$ cat config.mk
export PLATFORM = sky130hd
export DESIGN_NAME = multicycle_controller
export DESIGN_NICKNAME = d
export VERILOG_FILES = /design/src/rtl/riscv_ctrl_pkg.sv /design/src/rtl/ctrl_out_decode.sv /design/src/rtl/multicycle_controller.sv
export SDC_FILE = /design/constraint.sdc
export NUM_CORES = 1
export LEC_CHECK = 0
export ABC_CLOCK_PERIOD_IN_PS = 2700
export CORE_MARGIN = 8
export CORE_UTILIZATION = 48
export DETAILED_ROUTE_END_ITERATION = 8
export PLACE_DENSITY = 0.84
export SYNTH_ARGS = -nofsm -noshare
export SYNTH_HDL_FRONTEND = slang
export SYNTH_SLANG_ARGS = --single-unit
export TNS_END_PERCENT = 20
$ cat constraint.sdc
create_clock -name clk -period 2.7 [get_ports clk]
set_input_delay 0.675 -clock clk [delete_from_list [all_inputs] [get_ports clk]]
set_output_delay 0.675 -clock clk [all_outputs]
set_load 0.05 [all_outputs]
$ cat src/rtl/riscv_ctrl_pkg.sv
// Shared types and encodings for the multicycle RISC-V control FSM.
package riscv_ctrl_pkg;

  typedef enum logic [3:0] {
    FETCH,
    DECODE,
    MEMADR,
    MEMREAD,
    MEMWB,
    MEMWRITE,
    EXECUTER,
    EXECUTEI,
    JAL,
    ALUWB,
    BEQ
  } state_t;

  localparam logic [6:0] OP_LW  = 7'b0000011;
  localparam logic [6:0] OP_SW  = 7'b0100011;
  localparam logic [6:0] OP_R   = 7'b0110011;
  localparam logic [6:0] OP_I   = 7'b0010011;
  localparam logic [6:0] OP_BEQ = 7'b1100011;
  localparam logic [6:0] OP_JAL = 7'b1101111;

  localparam logic [1:0] RES_ALUOUT    = 2'b00;
  localparam logic [1:0] RES_DATA      = 2'b01;
  localparam logic [1:0] RES_ALURESULT = 2'b10;

  localparam logic [1:0] SRCA_PC    = 2'b00;
  localparam logic [1:0] SRCA_OLDPC = 2'b01;
  localparam logic [1:0] SRCA_RS1   = 2'b10;

  localparam logic [1:0] SRCB_RS2   = 2'b00;
  localparam logic [1:0] SRCB_IMM   = 2'b01;
  localparam logic [1:0] SRCB_FOUR  = 2'b10;

  localparam logic [1:0] ALUOP_ADD   = 2'b00;
  localparam logic [1:0] ALUOP_SUB   = 2'b01;
  localparam logic [1:0] ALUOP_FUNCT = 2'b10;

  localparam logic [1:0] IMM_I = 2'b00;
  localparam logic [1:0] IMM_S = 2'b01;
  localparam logic [1:0] IMM_B = 2'b10;
  localparam logic [1:0] IMM_J = 2'b11;

  // Datapath control word produced for each state.
  typedef struct packed {
    logic       pc_write;
    logic       adr_src;
    logic       mem_write;
    logic       ir_write;
    logic       reg_write;
    logic [1:0] result_src;
    logic [1:0] alu_src_a;
    logic [1:0] alu_src_b;
    logic [1:0] alu_op;
  } ctrl_t;

  // True for the opcodes this controller knows how to sequence.
  function automatic logic op_legal(input logic [6:0] op);
    return (op == OP_LW) || (op == OP_SW) || (op == OP_R) ||
           (op == OP_I) || (op == OP_BEQ) || (op == OP_JAL);
  endfunction

  // Immediate format follows directly from the opcode.
  function automatic logic [1:0] imm_src_for(input logic [6:0] op);
    case (op)
      OP_SW:   return IMM_S;
      OP_BEQ:  return IMM_B;
      OP_JAL:  return IMM_J;
      default: return IMM_I;
    endcase
  endfunction

endpackage

$ cat src/rtl/ctrl_out_decode.sv
// Maps the current FSM state plus the memory-ready and zero flags onto the
// datapath control word. Purely combinational.
module ctrl_out_decode
  import riscv_ctrl_pkg::*;
(
  input  state_t state,
  input  logic   mem_ready,
  input  logic   zero,
  output ctrl_t  ctrl
);

  // One control word per state; anything not set stays zero.
  always_comb begin
    ctrl = '0;
    case (state)
      FETCH: begin
        ctrl.adr_src    = 1'b0;
        ctrl.alu_src_a  = SRCA_PC;
        ctrl.alu_src_b  = SRCB_FOUR;
        ctrl.alu_op     = ALUOP_ADD;
        ctrl.result_src = RES_ALURESULT;
        ctrl.ir_write   = mem_ready;
        ctrl.pc_write   = mem_ready;
      end
      DECODE: begin
        ctrl.alu_src_a = SRCA_OLDPC;
        ctrl.alu_src_b = SRCB_IMM;
        ctrl.alu_op    = ALUOP_ADD;
      end
      MEMADR: begin
        ctrl.alu_src_a = SRCA_RS1;
        ctrl.alu_src_b = SRCB_IMM;
        ctrl.alu_op    = ALUOP_ADD;
      end
      MEMREAD: begin
        ctrl.adr_src    = 1'b1;
        ctrl.result_src = RES_ALUOUT;
      end
      MEMWB: begin
        ctrl.result_src = RES_DATA;
        ctrl.reg_write  = 1'b1;
      end
      MEMWRITE: begin
        ctrl.adr_src    = 1'b1;
        ctrl.result_src = RES_ALUOUT;
        ctrl.mem_write  = 1'b1;
      end
      EXECUTER: begin
        ctrl.alu_src_a = SRCA_RS1;
        ctrl.alu_src_b = SRCB_RS2;
        ctrl.alu_op    = ALUOP_FUNCT;
      end
      EXECUTEI: begin
        ctrl.alu_src_a = SRCA_RS1;
        ctrl.alu_src_b = SRCB_IMM;
        ctrl.alu_op    = ALUOP_FUNCT;
      end
      JAL: begin
        ctrl.alu_src_a  = SRCA_OLDPC;
        ctrl.alu_src_b  = SRCB_FOUR;
        ctrl.alu_op     = ALUOP_ADD;
        ctrl.result_src = RES_ALUOUT;
        ctrl.pc_write   = 1'b1;
      end
      ALUWB: begin
        ctrl.result_src = RES_ALUOUT;
        ctrl.reg_write  = 1'b1;
      end
      BEQ: begin
        ctrl.alu_src_a  = SRCA_RS1;
        ctrl.alu_src_b  = SRCB_RS2;
        ctrl.alu_op     = ALUOP_SUB;
        ctrl.result_src = RES_ALUOUT;
        ctrl.pc_write   = zero;
      end
      default: ctrl = '0;
    endcase
  end

endmodule

$ cat src/rtl/multicycle_controller.sv
// Control FSM for the shared-memory multicycle RISC-V datapath. Holds the
// state register, next-state logic and the retired-instruction counter;
// the per-state control word comes from ctrl_out_decode.
module multicycle_controller
  import riscv_ctrl_pkg::*;
#(
  parameter int CNT_W = 32
) (
  input  logic             clk,
  input  logic             reset,
  input  logic [6:0]       op,
  input  logic             zero,
  input  logic             mem_ready,
  output logic             PCWrite,
  output logic             AdrSrc,
  output logic             MemWrite,
  output logic             IRWrite,
  output logic [1:0]       ResultSrc,
  output logic [1:0]       ALUSrcA,
  output logic [1:0]       ALUSrcB,
  output logic [1:0]       ALUOp,
  output logic [1:0]       ImmSrc,
  output logic             RegWrite,
  output logic             illegal_op,
  output logic [CNT_W-1:0] instr_retired
);

  state_t state;
  state_t dec_state;
  ctrl_t  ctrl;

  // While reset is held the selects show FETCH values regardless of the
  // register contents, and every strobe below is gated off so an aborted
  // instruction cannot write anything.
  assign dec_state = reset ? FETCH : state;

  ctrl_out_decode u_decode (
    .state     (dec_state),
    .mem_ready (mem_ready),
    .zero      (zero),
    .ctrl      (ctrl)
  );

  assign PCWrite    = ctrl.pc_write  & ~reset;
  assign IRWrite    = ctrl.ir_write  & ~reset;
  assign MemWrite   = ctrl.mem_write & ~reset;
  assign RegWrite   = ctrl.reg_write & ~reset;
  assign AdrSrc     = ctrl.adr_src;
  assign ResultSrc  = ctrl.result_src;
  assign ALUSrcA    = ctrl.alu_src_a;
  assign ALUSrcB    = ctrl.alu_src_b;
  assign ALUOp      = ctrl.alu_op;
  assign ImmSrc     = imm_src_for(op);
  assign illegal_op = ~reset & (state == DECODE) & ~op_legal(op);

  // State register, next-state selection and retirement counting.
  always_ff @(posedge clk) begin
    if (reset) begin
      state         <= FETCH;
      instr_retired <= '0;
    end else begin
      case (state)
        FETCH:    if (mem_ready) state <= DECODE;
        DECODE: begin
          case (op)
            OP_LW, OP_SW: state <= MEMADR;
            OP_R:         state <= EXECUTER;
            OP_I:         state <= EXECUTEI;
            OP_BEQ:       state <= BEQ;
            OP_JAL:       state <= JAL;
            default:      state <= FETCH;
          endcase
        end
        MEMADR:   state <= (op == OP_SW) ? MEMWRITE : MEMREAD;
        MEMREAD:  if (mem_ready) state <= MEMWB;
        MEMWB:    state <= FETCH;
        MEMWRITE: if (mem_ready) state <= FETCH;
        EXECUTER: state <= ALUWB;
        EXECUTEI: state <= ALUWB;
        JAL:      state <= ALUWB;
        ALUWB:    state <= FETCH;
        BEQ:      state <= FETCH;
        default:  state <= FETCH;
      endcase
      if ((state == MEMWB) || (state == ALUWB) || (state == BEQ) ||
          ((state == MEMWRITE) && mem_ready))
        instr_retired <= instr_retired + CNT_W'(1);
    end
  end

endmodule

# ---- After elaboration in Yosys (flattened, before gate mapping)
# Cells that the tools add are included.
dict set report classes {
  add_sub_neg 1
  eq_ne 29
  muxes 15
  bitwise_logic 8
  n_reduce_logical 16
}
# cell n
set ops {}
lappend ops {{one-hot mux 6 bit (7 select lines)} 1}
lappend ops {{adder 32 x 1 -> 32 bit (second input constant)} 1}
lappend ops {{equality test 4 x 3 -> 1 bit (second input constant)} 8}
lappend ops {{equality test 4 bit (second input constant)} 6}
lappend ops {{one-hot mux 4 bit (6 select lines)} 1}
lappend ops {{one-hot mux 4 bit (5 select lines)} 1}
lappend ops {{equality test 4 x 2 -> 1 bit (second input constant)} 4}
lappend ops {{2-to-1 mux 4 bit} 4}
lappend ops {{equality test 7 x 6 -> 1 bit (second input constant)} 2}
lappend ops {{equality test 7 bit (second input constant)} 2}
lappend ops {{equality test 4 x 1 -> 1 bit (second input constant)} 2}
lappend ops {{zero test 4 bit} 2}
lappend ops {{logical OR 1 bit} 8}
lappend ops {{equality test 7 x 2 -> 1 bit (second input constant)} 1}
lappend ops {{equality test 7 x 5 -> 1 bit (second input constant)} 1}
lappend ops {{AND 1 bit} 6}
lappend ops {{inequality test 2 bit (second input constant)} 3}
lappend ops {{one-hot mux 2 bit (3 select lines)} 1}
lappend ops {{OR reduction 2 bit} 3}
lappend ops {{2-to-1 mux 1 bit} 4}
lappend ops {{one-hot mux 2 bit (2 select lines)} 1}
lappend ops {{2-to-1 mux 3 bit} 1}
lappend ops {{one-hot mux 1 bit (3 select lines)} 1}
lappend ops {{AND reduction 3 bit} 1}
lappend ops {{other kinds (3)} 4}
dict set report word_totals {
  ff_bits 36
  word_cells 71
}

# ---- Logic depth before layout (Yosys ltp)
dict set report depth {
  ltp_word 8
  ltp_mapped 7
  mapped_depth_nobuf 6
}

# ---- By module
# A second synthesis with hierarchy kept.
dict set report unflattened {
  hier_cells 298
  area_unflattened_um2 2521.2
}
# module n_inst cells_per_inst area_each_um2 seq_area_each_um2
set modules_own_cells {}
lappend modules_own_cells {multicycle_controller 1 267 2293.4 720.7}
lappend modules_own_cells {ctrl_out_decode 1 31 227.7 0.0}

# ---- Worst setup path after synthesis
# Ideal clock, no wire load.
dict set report synth_timing {
  path_type {input-to-output}
  startpoint {in reset}
  endpoint {out AdrSrc}
  t_arrival_ns 2.716
  path_slack_ns -0.691
  cell_stages 3
  cell_sequence {clkbuf_1 clkbuf_1 nor4b_1}
}
dict set report synth_between {
  elab_chain_cells 4
}
# element line
set synth_lines {}
lappend synth_lines {{start, declared} multicycle_controller.sv:10} ;# input logic reset,
lappend synth_lines {{2-to-1 mux 4 bit (*)} multicycle_controller.sv:35} ;# assign dec_state = reset ? FETCH : state;
lappend synth_lines {{equality test 4 x 2 -> 1 bit / equality test 4 x 3 -> 1 bit (equally long branches)} ctrl_out_decode.sv:15} ;# case (state)
lappend synth_lines {{OR reduction 2 bit (no source line) (*)} n/a}
lappend synth_lines {{2-to-1 mux 1 bit (*)} ctrl_out_decode.sv:15}
lappend synth_lines {{end, declared} multicycle_controller.sv:15} ;# output logic AdrSrc,
# Every way passes the cells marked *; elsewhere a longest branch is shown, timed or not.

# ---- Worst setup path after layout
dict set report layout_timing {
  startpoint {in op[4]}
  endpoint {out illegal_op}
}
dict set report layout_between {
  elab_chain_cells 8
}
# element line
set layout_lines {}
lappend layout_lines {{start, declared} multicycle_controller.sv:11} ;# input logic [6:0] op,
lappend layout_lines {{equality test 7 x 2 -> 1 bit / equality test 7 x 6 -> 1 bit (equally long branches)} riscv_ctrl_pkg.sv:61} ;# return (op == OP_LW) || (op == OP_SW) || (op == OP_R) ||
lappend layout_lines {{logical OR 1 bit (3 in series)} riscv_ctrl_pkg.sv:61}
lappend layout_lines {{logical OR 1 bit} riscv_ctrl_pkg.sv:62} ;# (op == OP_I) || (op == OP_BEQ) || (op == OP_JAL);
lappend layout_lines {{logical OR 1 bit (*)} riscv_ctrl_pkg.sv:62}
lappend layout_lines {{NOT 1 bit (*)} multicycle_controller.sv:54} ;# assign illegal_op = ~reset & (state == DECODE) & ~op_legal(op);
lappend layout_lines {{AND 1 bit (*)} multicycle_controller.sv:54}
lappend layout_lines {{end, declared} multicycle_controller.sv:24} ;# output logic illegal_op,
# Marks and branches as above.

==> impl_metrics.toml <==
[timing]
rsz0062_at_grt = "no"
timing.final.crit_share_pct = 96.9
slew_viol_final = 0
hold_viol = 0
clock_skew_ns = 0.00266
min_period_ns = 2.62
slew_headroom_pct = 64.3
fmax_mhz = 382
tightest_slew_ns = 0.534
setup_viol_count_final = 0

[yosys]
ys_top_cells_by_area = "dfxtp_1, xor2_1, nor2_1"
yosysMostFrequentCell = "dfxtp_1"
yosysTopAreaCell = "dfxtp_1"
synth_edf_count = 0
syn_inst = 266
ys_seq_elements = 36
ys.flop_type = "dfxtp_1"
yosysTopAreaCellShare_pct = 33.9
syn-cell-area_mm2 = 0.00213
synth_nets = 278
yosys_warnings = 0
synth_common_cells = "dfxtp_1, nor2_1, a21oi_1"
yosysUniqueCellTypes = 49
synth_area_per_cell_um2 = 8.00
seq_area_frac_synth_pct = 33.9
synth-async-reset-ratio_pct = 0

[min_path]
hp-start = "instr_retired[1]"
holdPathStages = 2
worstHoldPathType = "reg -> reg"
min_to = "instr_retired[1]"

[cells_and_area]
utilization_pct = 71.2
synthToLayoutAreaGrowth_pct = 44.8
multi_input_area_mm2 = 0.00131
layout-drive-gt1-share_pct = 16.8
fill_cells = 334
design_area_mm2 = 0.00308
antenna_cells = 0
nets = 339
ff_latch_area_um2 = 723

[detailed_routing]
drc = 0
num_vias = 2210
antenna_left = 0
drtPass1Iterations = 4
routedWlPerCell_um = 15.3
vias_per_cell = 5.82
routed_wl_mm = 5.82
drt-initial-drc-count = 188

[clocking]
ctsHtreeMaxLevel = 2
clkTransAtPathRegs_ns = 0.07
cts_buffers = 5
cts_tree = "yes"
clock-sinks = 36
post_cts_buffers = 0
clk_latency_ns = 0.29
cts-root-buf = "clkbuf_8"
clk_path_buf_depth = 2
hold_buffers = 0

[pwr]
netSwitchingFraction_pct = 24.4
peakVddDrop_v = 0.000236
comb_power_share_pct = 14.4
clkPwrFrac_pct = 42.0
internal-power_uw = 946
p_switching_uw = 305
seqPwrFrac_pct = 43.6
p_leak_uw = 0.00107
power_density_mw_per_mm2 = 406

[critical_path]
crit_slowest_cell = "clkdlybuf4s50_1"
startpoint_type = "input port"
crit_family = "buffers and inverters"
critPathBufInv = 2
r2r_end = "instr_retired[26]"
critical_path_class = "in -> out"
slowest_delay_ns = 0.41
crit_required_ns = 2.03
critPathArrivalTime_ns = 1.94
reg2reg_slack_ns = 0.38
r2r_start = "state[2]"
r2r_cells = 5
path_cells = "clkdlybuf4s50_1 -> nand2b_1 -> a211oi_2 -> a31oi_1 -> o21ba_2 -> buf_12"
critPathMaxFanout = 2
endpoint_kind = "output port"

[placed_design]
placed_area_mm2 = 0.00294
hpwlAfterDp_mm = 4.21
io_buffers = 58
gp_congestion = 0.816

[floorplanning]
start_util_pct = 49.2
rows = 24
fp.dieW_um = 82.6
num_io_pins = 59
dieArea_mm2 = 0.00682
coreArea_mm2 = 0.00432
die-height_um = 82.6

[global_routing]
grt_first_pass_wirelength_mm = 9.63
grt_max_degree = 25
grt_overflow = 0
antenna_found_initial = 0
global_route.usage.total_pct = 17.7
grt_pass1_vias = 2068

[run_status]
status = "finished clean"

[flow_run]
drv_cap = 0
-- repair_timing --
item / in CTS / in global routing
endpoints found under the setup margin: 2 / 4
endpoints found under the hold margin: 0 / 0
resized for setup: 2 / 3
-- worst register-to-register path, cell delays in order (launching register included) --
cell	delay, ns
dfxtp_1	0.58
or3b_4	0.45
a21oi_4	0.35
o211ai_4	0.21
or4_1	0.52
a21oi_1	0.15
-- metal layers --
metal	share of wire, %	track usage, %	wire length, um
met5	0	0	0
met4	1.2	5.17	67
met3	4.9	3.68	283
met2	54	33.4	3130
met1	40	19.2	2330
-- power by group through the flow --
stage	logic (uW)	clock network [uW]	registers [uW]
after detailed placement	179	0	558
after global placement	177	0	558
final	180	526	546
after global routing	190	556	547
after CTS	180	534	545
after floorplan	102	0	550
-- cell type report --
class / instances / share of cell area, %
multi-input cells: 205 / 42.6
repair buffers: 71 / 26.8
flip-flops and latches: 36 / 23.5
clock buffers: 7 / 3.13
well taps: 52 / 2.11
clock inverters: 1 / 0.975
inverters: 8 / 0.975
-- layout by cell type (no fill, tap or decap), types with 5 or more instances in the layout --
| cell type | n |
|---|---|
| clkdlybuf4s50_1 | 41 |
| dfxtp_1 | 34 |
| nor2_1 | 29 |
| a21oi_1 | 20 |
| o21ai_0 | 17 |
| buf_12 | 15 |
| nand2_1 | 14 |
| xor2_1 | 14 |
| buf_4 | 14 |
| nor3_1 | 10 |
| nand3_1 | 9 |
| or3_1 | 9 |
| inv_1 | 8 |
| and3_1 | 7 |
| clkbuf_8 | 7 |
| o211ai_1 | 6 |
| o2111ai_1 | 6 |
| xnor2_1 | 5 |
-- cells by family (layout without fill, tap and decap cells) --
family	Yosys count	count (layout)	share of synthesized area (%)
AO/OA/AOI/OAI	72	72	23.1
XOR/XNOR	19	19	7.82
adder cells (fa/ha/maj)	1	1	0.588
buffers and inverters	25	87	5.53
flip-flops	36	36	33.9
AND/OR/NAND/NOR	113	113	29.1
-- registers in the layout (all words and copies together), names as in the netlist --
signal         count
instr_retired     32
state              4
-- worst max-delay path by stage --
stage	startpoint	endpoint	slack, ns	depth (start not counted)
floorplan	reset	ALUOp[1]	-0.15	3
global placement	reset	ALUOp[0]	0.04	5
detailed placement	reset	ALUOp[1]	-0.007	5
CTS	op[4]	illegal_op	0.02	6
global route	zero	PCWrite	0.01	5
finish	op[4]	illegal_op	0.08	6
-- through the flow --
stage	instances	hold WS, ns	worst slack [ns]	total power, uW	setup TNS, ns
after floorplan	266	0.688	-0.147	652	-0.409
after global placement	372	0.469	0.0384	735	0
after detailed placement	372	0.477	-0.00692	737	-0.0101
after CTS	380	0.487	0.0208	1260	0
after global routing	380	0.508	0.0145	1290	0
final	380	0.486	0.0830	1250	0
Note: power is estimated with default switching activity, not from simulation.
